### src/rtl/mtsp_mem_pkg.sv
// Shared types and constants for the MTSP memory responder.
// Beat stride, default widths and the controller state encoding.
package mtsp_mem_pkg;

    localparam int ADDR_W_D   = 32;
    localparam int DATA_W_D   = 128;
    localparam int TID_W_D    = 3;
    localparam int LEN_W_D    = 8;
    localparam int RQ_DEPTH_D = 4;

    // One beat is a DWORDx4, so consecutive beats are 16 bytes apart
    localparam int BEAT_BYTES = 16;

    typedef enum logic [2:0] {
        ST_IDLE     = 3'd0,
        ST_WR       = 3'd1,
        ST_WR_DONE  = 3'd2,
        ST_RD_ISSUE = 3'd3,
        ST_RD_DRAIN = 3'd4
    } mem_state_e;

endpackage

### src/rtl/mtsp_mem_rqueue.sv
// Read-return queue: synchronous FIFO with occupancy count.
// A push and a pop on the same cycle leave the count unchanged.
module mtsp_mem_rqueue
    import mtsp_mem_pkg::*;
#(
    parameter int DATA_W = DATA_W_D,
    parameter int DEPTH  = RQ_DEPTH_D,
    parameter int CW     = $clog2(DEPTH) + 1
) (
    input  logic              clk,
    input  logic              rst_n,
    input  logic              push,
    input  logic [DATA_W-1:0] push_data,
    input  logic              pop,
    output logic [DATA_W-1:0] pop_data,
    output logic              empty,
    output logic [CW-1:0]     count
);

    localparam int AW = $clog2(DEPTH);

    logic [DATA_W-1:0] mem [DEPTH];
    logic [AW-1:0]     wptr;
    logic [AW-1:0]     rptr;
    logic              do_push;
    logic              do_pop;

    assign empty    = (count == '0);
    assign do_pop   = pop && !empty;
    // A pop frees the slot the simultaneous push lands in
    assign do_push  = push && ((count != CW'(DEPTH)) || do_pop);
    assign pop_data = mem[rptr];

    always_ff @(posedge clk or negedge rst_n) begin
        if (!rst_n) begin
            wptr  <= '0;
            rptr  <= '0;
            count <= '0;
            for (int i = 0; i < DEPTH; i++) begin
                mem[i] <= '0;
            end
        end else begin
            if (do_push) begin
                mem[wptr] <= push_data;
                wptr      <= wptr + AW'(1);
            end
            if (do_pop) begin
                rptr <= rptr + AW'(1);
            end
            unique case ({do_push, do_pop})
                2'b10:   count <= count + CW'(1);
                2'b01:   count <= count - CW'(1);
                default: ;
            endcase
        end
    end

endmodule

### src/rtl/mtsp_mem_responder.sv
// Burst memory responder for MTSP threads: write bursts with a done
// pulse, credit-limited read bursts through an in-order return queue.
module mtsp_mem_responder
    import mtsp_mem_pkg::*;
#(
    parameter int ADDR_W   = ADDR_W_D,
    parameter int DATA_W   = DATA_W_D,
    parameter int TID_W    = TID_W_D,
    parameter int LEN_W    = LEN_W_D,
    parameter int RQ_DEPTH = RQ_DEPTH_D
) (
    input  logic              CLK,
    input  logic              nRST,
    input  logic              CMD_VALID,
    output logic              CMD_READY,
    input  logic              CMD_WRITE,
    input  logic [ADDR_W-1:0] CMD_ADDR,
    input  logic [LEN_W-1:0]  CMD_LEN,
    input  logic [TID_W-1:0]  CMD_TID,
    input  logic              WD_VALID,
    output logic              WD_READY,
    input  logic              WD_LAST,
    input  logic [DATA_W-1:0] WD_DATA,
    output logic              RD_VALID,
    input  logic              RD_READY,
    output logic              RD_LAST,
    output logic [DATA_W-1:0] RD_DATA,
    output logic [TID_W-1:0]  RD_TID,
    output logic              DONE_nEN,
    output logic [TID_W-1:0]  DONE_TID,
    output logic              M_REQ,
    input  logic              M_GNT,
    output logic              M_WE,
    output logic [ADDR_W-1:0] M_ADDR,
    output logic [DATA_W-1:0] M_WDATA,
    input  logic              M_RVALID,
    input  logic [DATA_W-1:0] M_RDATA,
    output logic              BUSY,
    output logic              ERR
);

    localparam int CW = $clog2(RQ_DEPTH) + 1;

    mem_state_e        state;
    mem_state_e        state_d;
    logic [ADDR_W-1:0] addr_q;
    logic [LEN_W-1:0]  len_q;
    logic [LEN_W-1:0]  rem_q;
    logic [LEN_W-1:0]  idx_q;
    logic [TID_W-1:0]  tid_q;
    logic              err_q;
    logic [CW-1:0]     outst_q;
    logic [CW-1:0]     q_count;
    logic              q_empty;
    logic [CW:0]       occ;

    logic in_wr;
    logic in_iss;
    logic cmd_fire;
    logic credit_ok;
    logic last_beat;
    logic wr_beat;
    logic rd_grant;
    logic rd_pop;
    logic ret_push;

    assign in_wr     = (state == ST_WR);
    assign in_iss    = (state == ST_RD_ISSUE);
    assign cmd_fire  = CMD_VALID && CMD_READY;
    assign last_beat = (rem_q == '0);
    // Outstanding grants plus queued beats may never exceed the queue
    assign occ       = {1'b0, outst_q} + {1'b0, q_count};
    assign credit_ok = occ < (CW + 1)'(RQ_DEPTH);
    assign wr_beat   = in_wr && WD_VALID && M_GNT;
    assign rd_grant  = in_iss && credit_ok && M_GNT;
    assign rd_pop    = RD_VALID && RD_READY;
    assign ret_push  = M_RVALID && (outst_q != '0);

    assign CMD_READY = nRST && (state == ST_IDLE);
    assign M_REQ     = (in_wr && WD_VALID) || (in_iss && credit_ok);
    assign M_WE      = in_wr;
    assign M_ADDR    = addr_q;
    assign M_WDATA   = in_wr ? WD_DATA : '0;
    assign WD_READY  = in_wr && M_GNT;
    assign RD_VALID  = !q_empty;
    assign RD_LAST   = RD_VALID && (idx_q == len_q);
    assign RD_TID    = tid_q;
    assign DONE_nEN  = (state != ST_WR_DONE);
    assign DONE_TID  = tid_q;
    assign BUSY      = (state != ST_IDLE) || !q_empty;
    assign ERR       = err_q;

    always_comb begin
        state_d = state;
        unique case (state)
            ST_IDLE: begin
                if (cmd_fire) state_d = CMD_WRITE ? ST_WR : ST_RD_ISSUE;
            end
            ST_WR: begin
                if (wr_beat && last_beat) state_d = ST_WR_DONE;
            end
            ST_WR_DONE:  state_d = ST_IDLE;
            ST_RD_ISSUE: begin
                if (rd_grant && last_beat) state_d = ST_RD_DRAIN;
            end
            ST_RD_DRAIN: begin
                if (rd_pop && RD_LAST) state_d = ST_IDLE;
            end
            default: state_d = ST_IDLE;
        endcase
    end

    always_ff @(posedge CLK or negedge nRST) begin
        if (!nRST) begin
            state   <= ST_IDLE;
            addr_q  <= '0;
            len_q   <= '0;
            rem_q   <= '0;
            idx_q   <= '0;
            tid_q   <= '0;
            err_q   <= 1'b0;
            outst_q <= '0;
        end else begin
            state <= state_d;
            if (cmd_fire) begin
                addr_q <= CMD_ADDR;
                len_q  <= CMD_LEN;
                rem_q  <= CMD_LEN;
                tid_q  <= CMD_TID;
                idx_q  <= '0;
            end else begin
                if (wr_beat || rd_grant) begin
                    addr_q <= addr_q + ADDR_W'(BEAT_BYTES);
                    rem_q  <= rem_q - LEN_W'(1);
                end
                if (rd_pop) idx_q <= idx_q + LEN_W'(1);
            end
            // Length field decides termination; WD_LAST is only audited
            if (wr_beat && (WD_LAST != last_beat)) err_q <= 1'b1;
            unique case ({rd_grant, ret_push})
                2'b10:   outst_q <= outst_q + CW'(1);
                2'b01:   outst_q <= outst_q - CW'(1);
                default: ;
            endcase
        end
    end

    mtsp_mem_rqueue #(
        .DATA_W (DATA_W),
        .DEPTH  (RQ_DEPTH),
        .CW     (CW)
    ) u_rqueue (
        .clk       (CLK),
        .rst_n     (nRST),
        .push      (ret_push),
        .push_data (M_RDATA),
        .pop       (rd_pop),
        .pop_data  (RD_DATA),
        .empty     (q_empty),
        .count     (q_count)
    );

endmodule

### config.mk
export PLATFORM = sky130hd
export DESIGN_NAME = mtsp_mem_responder
export DESIGN_NICKNAME = d
export VERILOG_FILES = /design/src/rtl/mtsp_mem_pkg.sv /design/src/rtl/mtsp_mem_rqueue.sv /design/src/rtl/mtsp_mem_responder.sv
export SDC_FILE = /design/constraint.sdc
export NUM_CORES = 1
export LEC_CHECK = 0
export ABC_AREA = 0
export BUFFER_PORTS_ARGS = -buffer_cell sky130_fd_sc_hd__clkbuf_2
export CAP_MARGIN = 20
export CORE_AREA = 2 2 236 238
export DETAILED_ROUTE_END_ITERATION = 12
export DIE_AREA = 0 0 238 240
export GPL_TIMING_DRIVEN = 1
export PLACE_DENSITY = 0.74
export SLEW_MARGIN = 10
export SYNTH_ARGS = -nofsm -noshare
export SYNTH_HDL_FRONTEND = slang
export SYNTH_SLANG_ARGS = --single-unit
### constraint.sdc
create_clock -name CLK -period 4.8 [get_ports CLK]
set_clock_uncertainty 0.1 [all_clocks]
set_input_delay 0.48 -clock CLK [delete_from_list [all_inputs] [get_ports CLK]]
set_output_delay 0.48 -clock CLK [all_outputs]
set_load 0.03 [all_outputs]
==> results.md, run 1 <==
- Simple-gate share of the synthesized area: 5.97%
- Most used flip-flop cell after synthesis: dfrtp_1
- Largest family of logic cells by synthesized area: multiplexers
- Postcts setup bufs: 0
- Post-Layout Inst Area: 33,300 um^2
- PwrDens: 835 nW/um^2
- Core Rows: 86
- Global route overflow: 0
- 1st-pass router iterations: 6
- Layout Cells excl Fill: 3,224
- Vias in the first global route: 19,009
- Synth top area cells: dfrtp_1 (55%), mux2_2 (22%), mux4_2 (11%)
- Clk buf depth: 3
- Lkg Pwr: 15.2 nW
- Hold Path Cell Cnt: 2
- RR Startpoint: u_rqueue.count[0]
- Fill cells: 4,218
- Mapped cell area: 26,700 um^2
- CP required: 4.22 ns
- XOR/XNOR Fraction of Synth Area: 1.70%
- RSZ-0062 raised after global routing: no
- First-pass GRT wire length: 122,000 um
- Worst skew pair latency: 0.62 ns
- Number of synthesized register bits: 585
- Peak VDD IR: 554 uV
- Average wire per standard cell: 26.0 um
- Crit path kind: register to output pin
- Hold Path End: u_rqueue.mem[309]
- CTS root buffer: clkbuf_16
- Synth top area share: 54.7%
- DRT iter0 DRCs: 1,030
- Max-cap check violation count: 0
- Status: completed
- Total die area: 57,100 um^2
- Mux contribution to synthesized area: 32.4%
- Setup violators final: 0
- Initial antenna violation count: 25
- H-tree levels: 2
- Sink Count: 585
- Commonest cells after routing, fill and taps aside: clkbuf_2 (609), dfrtp_1 (583), mux2_2 (512), and2_1 (134), mux4_2 (128)
- R2R setup slack: 1.61 ns
- Cell taking the most area after synthesis: dfrtp_1
- Die width: 238 um
- Placed Cells: 3,026
- Min-delay src: M_RDATA[53]
- Syn Nets: 2,133
- Final-report max-slew violation count: 0
- Crit path time final: 3.55 ns
- Hold Vio Cnt, Final: 0
- Gate count of the mapped netlist: 1,811
- Worst R2R Path Depth: 4
- Drt via density: 5.59
- Startpoint types: register
- Initial Util: 48.9%
- Placed cell areas: 30,500 um^2
- Via count: 18,033
- Slew HR: 25.2%
- Synth Area in Compound Gates: 2.04%
- CP endpoint kind: output pin
- Largest net degree at the start of global routing: 177
- Core Area: 54,700 um^2
- Worst Hold Class: input pin to register
- Crit path from: state[2]
- Worst-Margin Slew: 1.12 ns
- Distinct cells, synth: 47
- Drc violations: 0
- DP HPWL: 60,600 um
- Critical Path Fanout Max: 133
- Syn Area/Cell: 14.8 um^2
- Total track usage: 29.1%
- CTS tree: yes
- Ys async rst share: 100%
- Top-level I/O count: 611
- R2r endpoint: u_rqueue.mem[344]
- Setup Total Neg Slack: 0 ns
- Critical Path AT: 2.97 ns
- Final ANT Viol Nets: 0
- Sequential-to-total area share from yosys stat: 54.7%
- Total power: 0.0278 W
- Routability congestion estimate: 1.02
- Die span in y: 240 um
- Final net count: 2,773
- EDFF count, synth: 0
- Share of cells above drive strength 1: 55.5%
- Final WL: 83,800 um
- PortBufs: 610
- Area grow syn2layout: 24.4%
- Commonest non-fill, non-tap cell in the layout: clkbuf_2
- Fmax: 0.282 GHz
- Worst-path clk slew: 0.06 ns
- YS warnings: 0
- Num CTS Buffers: 59
- Synth Area in Adders: 0.711%
- Crit share post-route: 73.9%
[routing by layer]
| layer | vias to the layer above | GRT usage (%) | wire [um] |
|---|---|---|---|
| met5 | - | 4.59 | 333 |
| met4 | 22 | 9.79 | 2660 |
| met3 | 163 | 12.3 | 9090 |
| met2 | 628 | 43.4 | 37500 |
| met1 | 9365 | 38.0 | 34200 |
| li1 | 7855 | - | - |
[power breakdown]
| part | switching (W) | leakage (nW) | total (W) | internal, W |
|---|---|---|---|---|
| combinational | 0.00814 | 7.24 | 0.0140 | 0.00582 |
| sequential | 0.00158 | 6.98 | 0.00903 | 0.00745 |
| clock | 0.00196 | 1.02 | 0.00481 | 0.00285 |
[sequential cells by signal (all words and copies together) (netlist names), 8 cells and up]
signal and flops:
M_ADDR 32, idx_q 8, rem_q 8, len_q 8, u_rqueue.mem 512
[stage by stage]
| stage | setup slack [ns] | util (%) | hold WS (ns) |
|---|---|---|---|
| 3_3_place_gp | 1.66 | 55.7 | 0.350 |
| 2_1_floorplan | 2.17 | - | 0.0844 |
| 4_1_cts | 1.23 | 60.8 | 0.0000970 |
| 6_report | 1.25 | 60.9 | 0.0321 |
| 5_1_grt | 1.13 | 60.9 | 0.0137 |
| 3_5_place_dp | 1.64 | 55.7 | 0.358 |
[repair_timing]
| action | 4_1_cts | 5_1_grt |
|---|---|---|
| endpoints found under the hold margin | 182 | 0 |
| gates resized for setup | 0 | 0 |
| hold buffers | 67 | 0 |
[worst max-delay path: stages (launching register included)]
cell and delay, ns:
dfrtp_1 0.43, nor3b_4 0.23, buf_4 0.79, and2_1 0.47, clkbuf_2 0.28
[synthesized netlist by cell type, types with 2 or more instances]
cell and n:
a2111oi_2 3, o21ai_0 24, mux4_2 128, inv_1 19, dfrtp_1 585, buf_6 2, nor3_1 4, and2_1 134
mux2_2 512, o211ai_1 6, and3_1 6, xnor2_1 33, a2111oi_0 7, nand3_1 18, buf_4 3, clkbuf_1 48
nor2_1 23, o31a_1 2, a211oi_1 6, or4_1 2, o21ai_1 6, buf_2 64, fa_1 2, nand4_1 7
a21oi_1 8, and4_1 5, o2111ai_1 3, xor2_1 19, nand3b_1 2, mux2i_1 3, ha_1 12, a21o_1 2
buf_1 5, or3_1 4, a31oi_1 5, nand2_1 88
[how the worst max path moves through the flow]
| stage | cells after the start | slack (ns) | to |
|---|---|---|---|
| after floorplan | 12 | 2.17 | outst_q[2] |
| after global placement | 5 | 1.66 | u_rqueue.mem[313] |
| after detailed placement | 5 | 1.64 | u_rqueue.mem[322] |
| after CTS | 3 | 1.23 | RD_DATA[102] |
| after global routing | 3 | 1.13 | RD_DATA[102] |
| final | 4 | 1.25 | M_WDATA[39] |
[logic make-up (layout without fill, tap and decap cells)]
kind of cell,after synthesis,in the layout
AO/OA/AOI/OAI,77,77
XOR/XNOR,52,52
adder cells (fa/ha/maj),14,14
buffers and inverters,142,832
flip-flops,585,585
multiplexers,643,643
other,0,19
AND/OR/NAND/NOR,298,298
[final cells by class]
cell class                      instances  area, um^2  area share, %
Timing Repair Buffer                  701        4050           12.2
Clock inverter                         24         335           1.01
Tap cell                              704         881           2.65
Sequential cell                       585       14600           44.0
Multi-Input combinational cell       1084       11500           34.6
Inverter                               20        75.1          0.226
Antenna cell                           19        47.5          0.143
Clock buffer                           87        1740           5.23
No activity file was read; power rests on OpenSTA's default activity.
==> run 2, diff against run 1 <==
CORE_AREA = unset   (was 2 2 236 238)
CORE_MARGIN = 1.5   (was unset)
CORE_UTILIZATION = 49   (was unset)
DIE_AREA = unset   (was 0 0 238 240)
PLACE_DENSITY = 0.76   (was 0.74)
clock period = 3.2 ns   (was 4.8 ns; I/O delays follow)
==> run 2 against run 1 <==
Effect of this change: critical path type unchanged; design area up 3.9%; sequential power up 48%; utilization up 3.2 points; worst hold slack better by 0.034 ns; setup slack worse by 1.0 ns; sequential share of layout area down 1.6 points; routed wire length up 1.4%; global-route usage up 1.2 points; register-to-register slack worse by 1.1 ns; largest cell class unchanged.
==> results.md, run 2 (synthesized netlist as in run 1, its figures left out) <==
- Status: completed
- R2R setup slack: 0.49 ns (-1.12 ns)
- Fmax: 0.335 GHz
- Setup violators final: 0 (unchanged)
- Final ANT Viol Nets: 0 (unchanged)
- Commonest cells after routing, fill and taps aside: clkbuf_2 (609), dfrtp_1 (583), mux2_2 (512), dlygate4sd3_1 (176), and2_1 (134)
- Die span in y: 237 um (-1.4%)
- Fill cells: 3,936 (-6.7%)
- Startpoint types: register
- Drt via density: 5.67 (+1.3%)
- Worst Hold Class: input pin to async pin
- Worst-Margin Slew: 0.977 ns (-0.145 ns)
- RR Startpoint: outst_q[2]
- Total track usage: 30.3% (+1.2 points)
- Initial Util: 49.6% (+0.67 points)
- DP HPWL: 60,600 um (about the same)
- Final WL: 84,900 um (+1.4%)
- Peak VDD IR: 806 uV (+45%)
- Worst-path clk slew: 0.06 ns (about the same)
- DRT iter0 DRCs: 1,273 (+24%)
- First-pass GRT wire length: 126,000 um (+3.3%)
- CP required: 2.78 ns (-1.44 ns)
- Critical Path AT: 2.56 ns (-0.41 ns)
- Slew HR: 34.9% (+9.7 points)
- Crit path time final: 2.98 ns
- Die width: 237 um (-0.58%)
- Critical Path Fanout Max: 78 (-41%)
- Crit path kind: register to output pin
- Worst skew pair latency: 0.62 ns (about the same)
- Max-cap check violation count: 0 (unchanged)
- PwrDens: 1210 nW/um^2 (+45%)
- Via count: 18,859 (+4.6%)
- Clk buf depth: 3 (unchanged)
- Drc violations: 0 (unchanged)
- Core Area: 53,900 um^2 (-1.4%)
- Top-level I/O count: 611 (unchanged)
- Num CTS Buffers: 59 (unchanged)
- Postcts setup bufs: 0 (unchanged)
- Vias in the first global route: 19,818 (+4.3%)
- Core Rows: 85 (-1.2%)
- Area grow syn2layout: 29.3%
- Commonest non-fill, non-tap cell in the layout: clkbuf_2
- CP endpoint kind: output pin
- Crit share post-route: 93.2%
- H-tree levels: 2 (unchanged)
- R2r endpoint: M_ADDR[21]
- Total die area: 56,000 um^2 (-2.0%)
- Average wire per standard cell: 25.5 um (-1.7%)
- Routability congestion estimate: 1.09 (+7.3%)
- Largest Register: u_rqueue.mem
- Sink Count: 585 (unchanged)
- 1st-pass router iterations: 5 (-1)
- Final-report max-slew violation count: 0 (unchanged)
- Largest net degree at the start of global routing: 184 (+4.0%)
- PortBufs: 610 (unchanged)
- CTS root buffer: clkbuf_16
- Reg area: 14,600 um^2 (unchanged)
- Setup Total Neg Slack: 0 ns (unchanged)
- Worst R2R Path Depth: 7 (+3)
- Share of cells above drive strength 1: 53.5% (-2.0 points)
- Initial antenna violation count: 32 (+28%)
- Global route overflow: 0 (unchanged)
- RSZ-0062 raised after global routing: no
- Lkg Pwr: 15.8 nW (+3.9%)
- Hold Vio Cnt, Final: 0 (unchanged)
- Final net count: 2,900 (+4.6%)
- Footprint of the multi-input gates: 11,500 um^2 (unchanged)
- Hold_ws: 0.0666 ns (+0.0345 ns)
- Largest register FFs: 512 (unchanged)
- CTS tree: yes
-- run 2: through the flow --
stage	util [%]	worst slack (ns)	power, W	area, um^2	std cells
after global placement	57.0	0.554	0.0337	30700	3037
after floorplan	-	0.574	0.0280	26700	1811
final	64.1	0.219	0.0419	34600	3327
after detailed placement	57.0	0.516	0.0345	30700	3037
after global routing	64.1	0.104	0.0438	34600	3323
after CTS	64.1	0.135	0.0420	34500	3319
-- run 2: worst max path at each step --
stage | from | to | slack, ns
6_report | state[1] | M_WDATA[83] | 0.22
5_1_grt | state[2] | M_WDATA[83] | 0.10
4_1_cts | state[1] | M_WDATA[83] | 0.13
3_5_place_dp | outst_q[2] | M_ADDR[27] | 0.52
3_3_place_gp | u_rqueue.count[1] | outst_q[2] | 0.55
2_1_floorplan | u_rqueue.count[1] | outst_q[2] | 0.57
-- run 2: critical path: stages, from the launching register on --
cell and delay [ns]:
dfrtp_1 0.44, nor3b_4 0.23, buf_6 0.37, buf_6 0.39, and2_1 0.24, clkbuf_2 0.22
-- run 2: layer usage --
metal | vias to the layer above | GRT usage (%) | part of all wire, %
li1 | 8086 | - | -
met3 | 135 | 10.1 | 9.3
met5 | - | 0 | 0.078
met2 | 760 | 45.9 | 46
met4 | 10 | 9.23 | 2.9
met1 | 9868 | 41.4 | 42
-- run 2: power breakdown --
part	switching, W	total (W)	internal [W]
combinational	0.0122	0.0213	0.00902
clock	0.00293	0.00727	0.00434
sequential	0.00223	0.0134	0.0112
total	0.0174	0.0419	0.0245
-- run 2: final cells by class --
class	count	share of cell area, %
Sequential cell	585	42.4
Multi-Input combinational cell	1084	33.3
Timing Repair Buffer	828	15.6
Clock buffer	84	5.04
Tap cell	696	2.52
Clock inverter	22	0.941
Inverter	20	0.217
Antenna cell	8	0.0579
-- run 2: what timing repair did --
action,CTS,global route
hold buffers,176,0
pin swaps,0,0
gates cloned,0,0
setup endpoints to repair,2,12
gates resized for setup,1,1
hold endpoints to repair,657,0
